[src/rtl/map_pkg.sv]
// Shared types and the default tile map for the tile map controller.
package map_pkg;

  typedef enum logic [1:0] {
    TileRoad  = 2'd0,
    TileBrick = 2'd1,
    TileSteel = 2'd2,
    TileWater = 2'd3
  } tile_t;

  typedef enum logic [1:0] {
    StInit,
    StIdle,
    StQResp,
    StWCommit
  } state_e;

  localparam int unsigned MAP_W    = 16;
  localparam int unsigned MAP_H    = 16;
  localparam int unsigned MapCells = MAP_W * MAP_H;

  // Border is steel, even/even interior cells form a brick pillar grid, the rest is road.
  function automatic logic [2*MapCells-1:0] build_default_map();
    logic [2*MapCells-1:0] m;
    m = '0;
    for (int unsigned y = 0; y < MAP_H; y++) begin
      for (int unsigned x = 0; x < MAP_W; x++) begin
        if (x == 0 || y == 0 || x == MAP_W - 1 || y == MAP_H - 1) begin
          m[2*(y*MAP_W+x) +: 2] = 2'(TileSteel);
        end else if ((x % 2 == 0) && (y % 2 == 0)) begin
          m[2*(y*MAP_W+x) +: 2] = 2'(TileBrick);
        end else begin
          m[2*(y*MAP_W+x) +: 2] = 2'(TileRoad);
        end
      end
    end
    return m;
  endfunction

  localparam logic [2*MapCells-1:0] DEFAULT_MAP = build_default_map();

  function automatic tile_t default_tile(logic [7:0] idx);
    return tile_t'(DEFAULT_MAP[2*int'(idx) +: 2]);
  endfunction

endpackage

[src/rtl/map_controller_if.sv]
// Renderer, query, write and reload signals between requesters and the map controller.
interface map_controller_if;
  import map_pkg::*;

  logic [3:0] rd_x;
  logic [3:0] rd_y;
  tile_t      rd_tile;

  logic       q_req;
  logic [3:0] q_x;
  logic [3:0] q_y;
  logic       q_ack;
  tile_t      q_tile;

  logic       w_req;
  logic [3:0] w_x;
  logic [3:0] w_y;
  tile_t      w_tile;
  logic       w_ack;
  logic       w_ok;

  logic       load;
  logic       busy;

  modport master (
    output rd_x, rd_y, q_req, q_x, q_y, w_req, w_x, w_y, w_tile, load,
    input  rd_tile, q_ack, q_tile, w_ack, w_ok, busy
  );

  modport slave (
    input  rd_x, rd_y, q_req, q_x, q_y, w_req, w_x, w_y, w_tile, load,
    output rd_tile, q_ack, q_tile, w_ack, w_ok, busy
  );

endinterface

[src/rtl/map_ram.sv]
// Synchronous dual-port tile store: port A read-only, port B read/write, read-before-write.
module map_ram import map_pkg::*; #(
  parameter int unsigned Depth = 256,
  localparam int unsigned Aw   = $clog2(Depth)
) (
  input  logic          clk_i,
  input  logic [Aw-1:0] a_addr_i,
  output tile_t         a_rdata_o,
  input  logic [Aw-1:0] b_addr_i,
  input  logic          b_we_i,
  input  tile_t         b_wdata_i,
  output tile_t         b_rdata_o
);

  tile_t mem_q [Depth];
  tile_t a_rdata_q;
  tile_t b_rdata_q;

  always_ff @(posedge clk_i) begin
    a_rdata_q <= mem_q[a_addr_i];
    b_rdata_q <= mem_q[b_addr_i];
    if (b_we_i) begin
      mem_q[b_addr_i] <= b_wdata_i;
    end
  end

  assign a_rdata_o = a_rdata_q;
  assign b_rdata_o = b_rdata_q;

endmodule

[src/rtl/map_controller.sv]
// Tile map controller: reload sweep, arbitrated collision queries and steel-protected writes.
module map_controller #(
  parameter int unsigned MAP_W       = map_pkg::MAP_W,
  parameter int unsigned MAP_H       = map_pkg::MAP_H,
  parameter int unsigned INIT_CYCLES = MAP_W * MAP_H
) (
  input logic             clk,
  input logic             rst,
  map_controller_if.slave bus
);
  import map_pkg::*;

  localparam int unsigned Depth   = MAP_W * MAP_H;
  localparam logic [7:0]  LastIdx = 8'(INIT_CYCLES - 1);

  state_e     state_q, state_d;
  logic [7:0] cnt_q, cnt_d;
  logic       last_w_q, last_w_d;  // 1: write won the most recent contended grant
  logic       load_pend_q, load_pend_d;
  logic [7:0] addr_q, addr_d;
  tile_t      wtile_q, wtile_d;

  logic [7:0] ram_addr;
  logic       ram_we;
  tile_t      ram_wdata;
  tile_t      ram_rdata;
  tile_t      rd_rdata;
  logic       old_steel;

  assign old_steel = (ram_rdata == TileSteel);

  always_ff @(posedge clk) begin
    if (rst) begin
      state_q     <= StInit;
      cnt_q       <= '0;
      last_w_q    <= 1'b1;
      load_pend_q <= 1'b0;
      addr_q      <= '0;
      wtile_q     <= TileRoad;
    end else begin
      state_q     <= state_d;
      cnt_q       <= cnt_d;
      last_w_q    <= last_w_d;
      load_pend_q <= load_pend_d;
      addr_q      <= addr_d;
      wtile_q     <= wtile_d;
    end
  end

  always_comb begin
    state_d     = state_q;
    cnt_d       = cnt_q;
    last_w_d    = last_w_q;
    load_pend_d = load_pend_q;
    addr_d      = addr_q;
    wtile_d     = wtile_q;
    ram_addr    = addr_q;
    ram_we      = 1'b0;
    ram_wdata   = wtile_q;

    unique case (state_q)
      StInit: begin
        ram_addr    = cnt_q;
        ram_we      = 1'b1;
        ram_wdata   = default_tile(cnt_q);
        load_pend_d = 1'b0;
        cnt_d       = cnt_q + 8'd1;
        if (cnt_q == LastIdx) begin
          state_d = StIdle;
        end
      end
      StIdle: begin
        if (bus.load || load_pend_q) begin
          state_d     = StInit;
          cnt_d       = '0;
          load_pend_d = 1'b0;
        end else if (bus.q_req && (!bus.w_req || last_w_q)) begin
          addr_d   = {bus.q_y, bus.q_x};
          ram_addr = {bus.q_y, bus.q_x};
          state_d  = StQResp;
          if (bus.w_req) begin
            last_w_d = 1'b0;
          end
        end else if (bus.w_req) begin
          addr_d   = {bus.w_y, bus.w_x};
          ram_addr = {bus.w_y, bus.w_x};
          wtile_d  = bus.w_tile;
          state_d  = StWCommit;
          if (bus.q_req) begin
            last_w_d = 1'b1;
          end
        end
      end
      StQResp: begin
        if (bus.load) begin
          load_pend_d = 1'b1;
        end
        state_d = StIdle;
      end
      StWCommit: begin
        if (bus.load) begin
          load_pend_d = 1'b1;
        end
        ram_we  = !old_steel;
        state_d = StIdle;
      end
      default: state_d = StInit;
    endcase
  end

  assign bus.busy    = (state_q == StInit);
  assign bus.q_ack   = (state_q == StQResp);
  assign bus.q_tile  = (state_q == StQResp) ? ram_rdata : TileRoad;
  assign bus.w_ack   = (state_q == StWCommit);
  assign bus.w_ok    = (state_q == StWCommit) && !old_steel;
  assign bus.rd_tile = bus.busy ? TileRoad : rd_rdata;

  map_ram #(
    .Depth(Depth)
  ) u_map_ram (
    .clk_i    (clk),
    .a_addr_i ({bus.rd_y, bus.rd_x}),
    .a_rdata_o(rd_rdata),
    .b_addr_i (ram_addr),
    .b_we_i   (ram_we),
    .b_wdata_i(ram_wdata),
    .b_rdata_o(ram_rdata)
  );

endmodule

[src/flat_wrapper.sv]
// flat-port wrapper written by rule: the top's interface ports become plain ports
module map_controller_flat import map_pkg::*;
#(
  parameter int unsigned MAP_W       = map_pkg::MAP_W,
  parameter int unsigned MAP_H       = map_pkg::MAP_H,
  parameter int unsigned INIT_CYCLES = MAP_W * MAP_H
)
  (clk, rst, bus_rd_x, bus_rd_y, bus_q_req, bus_q_x, bus_q_y, bus_w_req, bus_w_x, bus_w_y, bus_w_tile, bus_load, bus_rd_tile, bus_q_ack, bus_q_tile, bus_w_ack, bus_w_ok, bus_busy);
  map_controller_if bus_i ();
  input logic clk;
  input logic rst;
  input wire logic [$bits(bus_i.rd_x)-1:0] bus_rd_x;
  input wire logic [$bits(bus_i.rd_y)-1:0] bus_rd_y;
  input wire logic [$bits(bus_i.q_req)-1:0] bus_q_req;
  input wire logic [$bits(bus_i.q_x)-1:0] bus_q_x;
  input wire logic [$bits(bus_i.q_y)-1:0] bus_q_y;
  input wire logic [$bits(bus_i.w_req)-1:0] bus_w_req;
  input wire logic [$bits(bus_i.w_x)-1:0] bus_w_x;
  input wire logic [$bits(bus_i.w_y)-1:0] bus_w_y;
  input wire logic [$bits(bus_i.w_tile)-1:0] bus_w_tile;
  input wire logic [$bits(bus_i.load)-1:0] bus_load;
  output wire logic [$bits(bus_i.rd_tile)-1:0] bus_rd_tile;
  output wire logic [$bits(bus_i.q_ack)-1:0] bus_q_ack;
  output wire logic [$bits(bus_i.q_tile)-1:0] bus_q_tile;
  output wire logic [$bits(bus_i.w_ack)-1:0] bus_w_ack;
  output wire logic [$bits(bus_i.w_ok)-1:0] bus_w_ok;
  output wire logic [$bits(bus_i.busy)-1:0] bus_busy;
  assign bus_i.rd_x = bus_rd_x;
  assign bus_i.rd_y = bus_rd_y;
  assign bus_i.q_req = bus_q_req;
  assign bus_i.q_x = bus_q_x;
  assign bus_i.q_y = bus_q_y;
  assign bus_i.w_req = bus_w_req;
  assign bus_i.w_x = bus_w_x;
  assign bus_i.w_y = bus_w_y;
  assign bus_i.w_tile = bus_w_tile;
  assign bus_i.load = bus_load;
  assign bus_rd_tile = bus_i.rd_tile;
  assign bus_q_ack = bus_i.q_ack;
  assign bus_q_tile = bus_i.q_tile;
  assign bus_w_ack = bus_i.w_ack;
  assign bus_w_ok = bus_i.w_ok;
  assign bus_busy = bus_i.busy;
  map_controller #(.MAP_W(MAP_W), .MAP_H(MAP_H), .INIT_CYCLES(INIT_CYCLES)) u_core (.clk(clk), .rst(rst), .bus(bus_i));
endmodule
[config.mk]
export PLATFORM = sky130hd
export DESIGN_NAME = map_controller_flat
export DESIGN_NICKNAME = d
export VERILOG_FILES = /design/src/rtl/map_pkg.sv /design/src/rtl/map_controller_if.sv /design/src/rtl/map_ram.sv /design/src/rtl/map_controller.sv /design/src/flat_wrapper.sv
export SDC_FILE = /design/constraint.sdc
export NUM_CORES = 1
export LEC_CHECK = 0
export CAP_MARGIN = 20
export CORE_ASPECT_RATIO = 0.6
export CORE_MARGIN = 2
export CORE_UTILIZATION = 40
export DETAILED_ROUTE_END_ITERATION = 7
export SYNTH_ARGS = -nofsm -noshare
export SYNTH_HDL_FRONTEND = slang
export SYNTH_SLANG_ARGS = --single-unit
[constraint.sdc]
create_clock -name clk -period 15.82 [get_ports clk]
set_input_delay 1.582 -clock clk [delete_from_list [all_inputs] [get_ports clk]]
set_output_delay 1.582 -clock clk [all_outputs]
set_load 0.01 [all_outputs]
Word-level counts from Yosys, hierarchy flattened
Memories as Yosys holds them, arrays and structs flattened. A register that Yosys moved wholly into a read port is not among the register bits.
Cells that the tools add are included.
{ "totals": {"register_bits": 22, "mem_bits_rw": 512, "in_bits": 31, "elab_cells": 59, "n_memories": 1} }
{ "classes": {"addsub": 1, "n_eq_ne": 9, "shifts": 1, "n_mux": 24, "bitwise_logic": 2, "reduce_logical": 15} }
{ "memory_table": {"columns": ["memory", "words", "width", "read_ports", "rd_clocked_by_memory_dff", "write_ports", "line_no", "source"], "rows": [
  ["u_core.u_map_ram.mem_q", 256, 2, 2, 2, 1, "map_ram.sv:15", "tile_t mem_q [Depth];"]
]} }
{ "ops": {"columns": ["cell", "count"], "rows": [
  ["$shiftx A512 B10 Y2 const A", 1],
  ["$mux W8", 4],
  ["$pmux W8 S2", 2],
  ["$mux W2", 7],
  ["$add A8 B1 Y8 const B", 1],
  ["$eq A8 B8 Y1 const B", 1],
  ["$mux W1", 8],
  ["$reduce_and A4 Y1", 2],
  ["$eq A2 B2 Y1 const B", 3],
  ["$pmux W2 S3", 1],
  ["$reduce_and A2 Y1", 3],
  ["$ne A2 B1 Y1 const B", 2],
  ["$ne A4 B2 Y1 const B", 1],
  ["$reduce_bool A2 Y1", 2],
  ["$pmux W1 S3", 1],
  ["$eq A2 B1 Y1 const B", 1],
  ["$logic_and A1 B1 Y1", 2],
  ["$logic_not A1 Y1", 2],
  ["$logic_not A2 Y1", 1],
  ["$logic_or A1 B1 Y1", 2],
  ["$ne A2 B2 Y1 const B", 1],
  ["$not A1 Y1", 2],
  ["$pmux W1 S2", 1],
  ["$reduce_or A2 Y1", 1]
]} }

Longest topological paths before layout
{ "logic_depth": {"word_depth": 6, "ltp_mapped": 18, "ltp_nobuf": 11} }

Cells and area by module
Synthesis repeated with hierarchy kept, for this count alone.
{ "hier_totals": {"cells_unflattened": 1920, "hier_area_um2": 27231.1} }
{ "by_module_without_submodules": {"columns": ["mod", "instances", "cells_per_inst", "area_each_um2", "seq_area_each_um2"], "rows": [
  ["map_ram", 1, 1748, 25851.0, 15454.8],
  ["map_controller", 1, 172, 1380.1, 440.4]
]} }

Least setup slack after synthesis
Ideal clock, no wire load.
{ "synth_timing": {"path_kind": "register to register", "start": "register u_core.state_q[1]", "end": "memory u_core.u_map_ram.mem_q[0][1] in the netlist's numbering, data pin", "setup_ns": 1.728, "arrival_time_ns": 8.363, "required_time_ns": 14.092, "setup_slack_ns": 5.728, "path_stages_with_launch": 7, "period_less_slack_ns": 10.092, "cell_sequence": "dfxtp_1 -> inv_1 -> ha_1 -> buf_4 -> clkbuf_1 -> nor2_1 -> a31oi_1"} }
{ "synth_via": {"elab_chain_cells": 2} }
{ "synth_rtl": {"columns": ["element", "line_no", "source"], "rows": [
  ["from (decl)", "map_controller.sv:16", "state_e state_q, state_d;"],
  ["from (signal assigned)", "map_controller.sv:34", "state_q <= StInit;"],
  ["from (signal assigned)", "map_controller.sv:41", "state_q <= state_d;"],
  ["$logic_not A2 Y1", null, null],
  ["via bus_busy", "flat_wrapper.sv:27", "output wire logic [$bits(bus_i.busy)-1:0] bus_busy;"],
  ["$mux W2", "map_controller.sv:61", "unique case (state_q)"],
  ["via u_core.ram_wdata[1]", "map_controller.sv:25", "tile_t ram_wdata;"],
  ["to (decl)", "map_ram.sv:15", null]
]} }
The timed path passes the listed nets, and every way through them passes these cells.

Final worst setup path
{ "layout_timing": {"start": "input port bus_w_req", "end": "register u_core.u_map_ram.b_rdata_q[0], in the netlist u_core.u_map_ram.b_rdata_o[0], read port of u_core.u_map_ram.mem_q"} }
{ "layout_via": {"elab_chain_cells": 6} }
{ "layout_rtl": {"columns": ["element", "line_no", "source"], "rows": [
  ["from (decl)", "flat_wrapper.sv:17", "input wire logic [$bits(bus_i.w_req)-1:0] bus_w_req;"],
  ["$logic_not A1 Y1", "map_controller.sv:77", "end else if (bus.q_req && (!bus.w_req || last_w_q)) begin"],
  ["$logic_or A1 B1 Y1", "map_controller.sv:77", null],
  ["$logic_and A1 B1 Y1", "map_controller.sv:77", null],
  ["$mux W8 *", null, null],
  ["$mux W8 *", "map_controller.sv:73", "if (bus.load || load_pend_q) begin"],
  ["$pmux W8 S2 *", "map_controller.sv:61", null],
  ["to (decl)", "map_ram.sv:17", "tile_t b_rdata_q;"]
]} }
Mark *: on every way between the ends. The rest lies on a longest branch, timed or not.
A chain may end at the register's enable or synchronous reset.

==> metrics.txt <==
Post-Place Cells 2912; Clock Skews between 0.03 and 0.04 ns; Flop pwr share 0.379; post-place setup slack between 9 and 10 ns; RePlAce Congestion 0.941; flops & latches, synth roughly 540; Lkg Pwr slightly below 10 nW; Crit Reg-Reg Startpoint u_core.state_q[1]; Met2 Routed Length 34.7 mm; RSZ-0062 raised after global routing no; WL per Instance between 20 and 30 um; Initial Util 0.407; Slew Limit Fails 0; fin crit share 0.388; Unique masters post-synth 68; Hold/Removal Path Class flop to flop; PostCTS Resize Cnt 0; Worst Tran Pin Value between 1 and 1.5 ns; number of cell rows 73; CTS H-Tree Depth 2; final period demand of the worst path just over 6 ns; TritonCTS clock tree yes; drt pass-1 iters 6; Final Util 0.448; Synthesis Warnings 0; I/O pin count 39; Finished Layout Cells ~3000; FFs w/ async S/R, synth 0; cells along the critical path clkdlybuf4s50_1 -> mux2i_1 -> a221oi_4 -> a21o_4 -> buf_4 -> nand2_1 -> a32oi_1 -> a22oi_1 -> a21oi_1 -> a2111oi_0 -> nor4_1; Internal Power 2.86 mW; Max Cap Viol 0; top_reg_cell synth edfxtp_1; delay-heaviest family, CP compound AO/OA/AOI/OAI gates; CTS Buf Count 50; register area share after synthesis 0.584; Root Driver clkbuf_16; die area between 0.07 and 0.08 mm2; Vias between 15000 and 20000; switching power total 1.81 mW; CP max-delay cell clkdlybuf4s50_1; post-placement cell area roughly 0.028 mm2; I/O Buffers 38; # DRC 0; CTS max path bufs 3; Power Dens Cells between 150 and 200 mW/mm2; HPWL after DPL roughly 54 mm; startpoint types input port; hold slack final just under 0.5 ns; Hold Path Depth 2; status finished clean; vias in the first global route 18100; Setup CP Type input port to flop; Synth Net Count ~2200; total setup buffers inserted after CTS 0; Syn Inst Count between 2000 and 2500; Setup TNS Final 0 ns; Mapped Area 0.0272 mm2; GRT overflow 0; PnR worst setup slack 9.69 ns; global-route wire length before repair roughly 130 mm; CTS clk-pin slew, worst paths roughly 0.070 ns; Logic pwr share 0.363; crit path DAT ~6.6 ns; number of synthesized flops with an enable pin 512; die height approximately 200 um; area delta synth->final 9.92%; worst hold start u_core.addr_q[2]; Antenna Nets Post-Route 0; hold buffer count at cts 0; fmax between 150 and 200 MHz; crit-path max cell delay between 0.8 and 0.9 ns; worst-path maximum fanout 80; Design Area, Final ~0.03 mm2; critical path capture point type flop; Final Setup Violations 0; Die Wd about 340 um; max_slew headroom 0.145; Starting DRT DRC Count between 3000 and 4000; Worst Path Buf+Inv 2; synthesized area per cell between 10 and 15 um2; layout cells sized above 1 0.150; final net count 2104; Sink Count approximately 540; worst-skew pair later-pin latency a little over 0.6 ns; initial antenna violation count 2; Worst EP required approximately 16 ns; largest net degree at the start of global routing between 200 and 250; Clock Power Share 0.258; hold endpoint u_core.addr_q[2]; R2R Setup Slk approximately 10 ns; final hold violations 0; R2R depth 12; Overall Power around 4.7 mW; Net Sw Frac 0.387; RR Endpoint u_core.u_map_ram.b_rdata_o[0]; routed vias/inst 6.45; Metal-1 WL ~37 mm; peak supply drop 0.122 mV; max layer used met5; final WL 86.2 mm; CORE AREA between 0.06 and 0.07 mm2; Total Routing Usage GR 0.244; met3 WL post-DR roughly 12 mm
==> final cells by class <==
cell class | count | area, um2
well taps | 900 | 1130
fillers | 6013 | 36900
clock inverters | 24 | 190
multi-input cells | 1367 | 10500
repair buffers | 81 | 731
flip-flops and latches | 538 | 15900
diodes | 1 | 2.50
clock buffers | 68 | 1370
inverters | 27 | 101
==> synthesized netlist by cell type (4+ instances only) <==
cell	instances	area, um2
mux2_2	7	78.8
mux2i_1	81	811
nor2_1	294	1100
buf_1	26	97.6
nand4_1	5	31.3
buf_6	7	78.8
a221oi_1	39	342
a211o_1	5	43.8
a21boi_0	4	30.0
or3_1	8	50.1
clkbuf_1	84	315
nor4_1	5	31.3
a22o_1	5	43.8
o41ai_1	5	43.8
and3_1	7	43.8
mux4_2	170	3830
a32oi_1	29	254
ha_1	8	100
and2_1	7	43.8
o21ai_0	17	85.1
a21oi_1	148	741
buf_4	10	75.1
inv_1	26	97.6
a211oi_1	41	308
a221o_1	5	50.1
nand2_1	312	1170
nor3_1	7	35.0
nand2b_1	4	25.0
buf_2	53	265
a22oi_1	16	120
dfxtp_1	26	521
a31oi_1	12	75.1
nand3_1	56	280
a21o_1	8	60.1
edfxtp_1	512	15400
xor2_1	4	35.0
nor2b_1	9	56.3
==> registers in the layout (all words and copies together), names as in the netlist <==
| signal | count |
|---|---|
| u_core.u_map_ram.b_rdata_o | 2 |
| u_core.wtile_q | 2 |
| u_core.u_map_ram.mem_q | 512 |
| u_core.u_map_ram.a_rdata_o | 2 |
| u_core.load_pend_q | 1 |
| u_core.last_w_q | 1 |
| u_core.state_q | 2 |
| u_core.cnt_q | 8 |
| u_core.addr_q | 8 |
==> metal layers <==
layer,vias up,GRT usage
met5,-,0
met1,9825,0.375
met2,1392,0.331
li1,8031,-
met3,134,0.0813
met4,2,0.0485
==> cells in the final DEF (no fill, tap or decap), types with 4 or more instances in the layout <==
cell type	instances
a211o_1	5
a211oi_1	40
a21boi_0	4
a21o_1	7
a21oi_1	148
a221o_1	5
a221oi_1	39
a22o_1	5
a22oi_1	16
a31oi_1	10
a32oi_1	29
and2_1	7
and3_1	7
buf_4	41
clkbuf_1	15
clkbuf_16	52
clkdlybuf4s50_1	34
clkinv_1	10
clkinv_2	9
dfxtp_1	26
edfxtp_1	512
ha_1	8
inv_1	26
mux2_2	6
mux2i_1	81
mux4_2	170
nand2_1	310
nand2b_1	4
nand3_1	56
nand4_1	5
nor2_1	293
nor2b_1	9
nor3_1	7
nor4_1	5
o21ai_0	17
o41ai_1	5
or3_1	8
xor2_1	4
==> tightest hold or removal path, cell delays in order (launching register included) <==
cell and delay (ns):
dfxtp_1 0.33, nand2_1 0.06, a21oi_1 0.06
==> power by group through the flow <==
stage	logic, mW	clock network [mW]	registers, mW
detailed placement	1.65	0	1.80
finish	1.70	1.20	1.77
CTS	1.65	1.21	1.77
global route	1.80	1.27	1.77
floorplan	1.09	0	1.87
global placement	1.63	0	1.80
==> worst max-delay path by stage <==
stage	start	endpoint	slack, ns	cells past startpoint
5_1_grt	bus_w_req	u_core.u_map_ram.b_rdata_o[0]	9.39	11
2_1_floorplan	u_core.state_q[1]	u_core.u_map_ram.mem_q[0][1]	5.73	6
4_1_cts	bus_w_req	u_core.u_map_ram.b_rdata_o[1]	9.81	11
3_3_place_gp	bus_w_req	u_core.u_map_ram.b_rdata_o[0]	9.28	11
6_report	bus_w_req	u_core.u_map_ram.b_rdata_o[0]	9.69	11
3_5_place_dp	bus_w_req	u_core.u_map_ram.b_rdata_o[1]	9.20	11
==> cells by family (layout without fill, tap and decap cells) <==
group	Yosys count	count (layout)	synth area share
simple gates	725	725	0.109
mux	258	258	0.173
other cells	0	1	0
buf+inv	207	200	0.0343
flops	538	538	0.584
compound gates	370	370	0.0933
xor+xnor	6	6	0.00193
fa+ha+maj	8	8	0.00368
(Power assumes the default switching activity.)
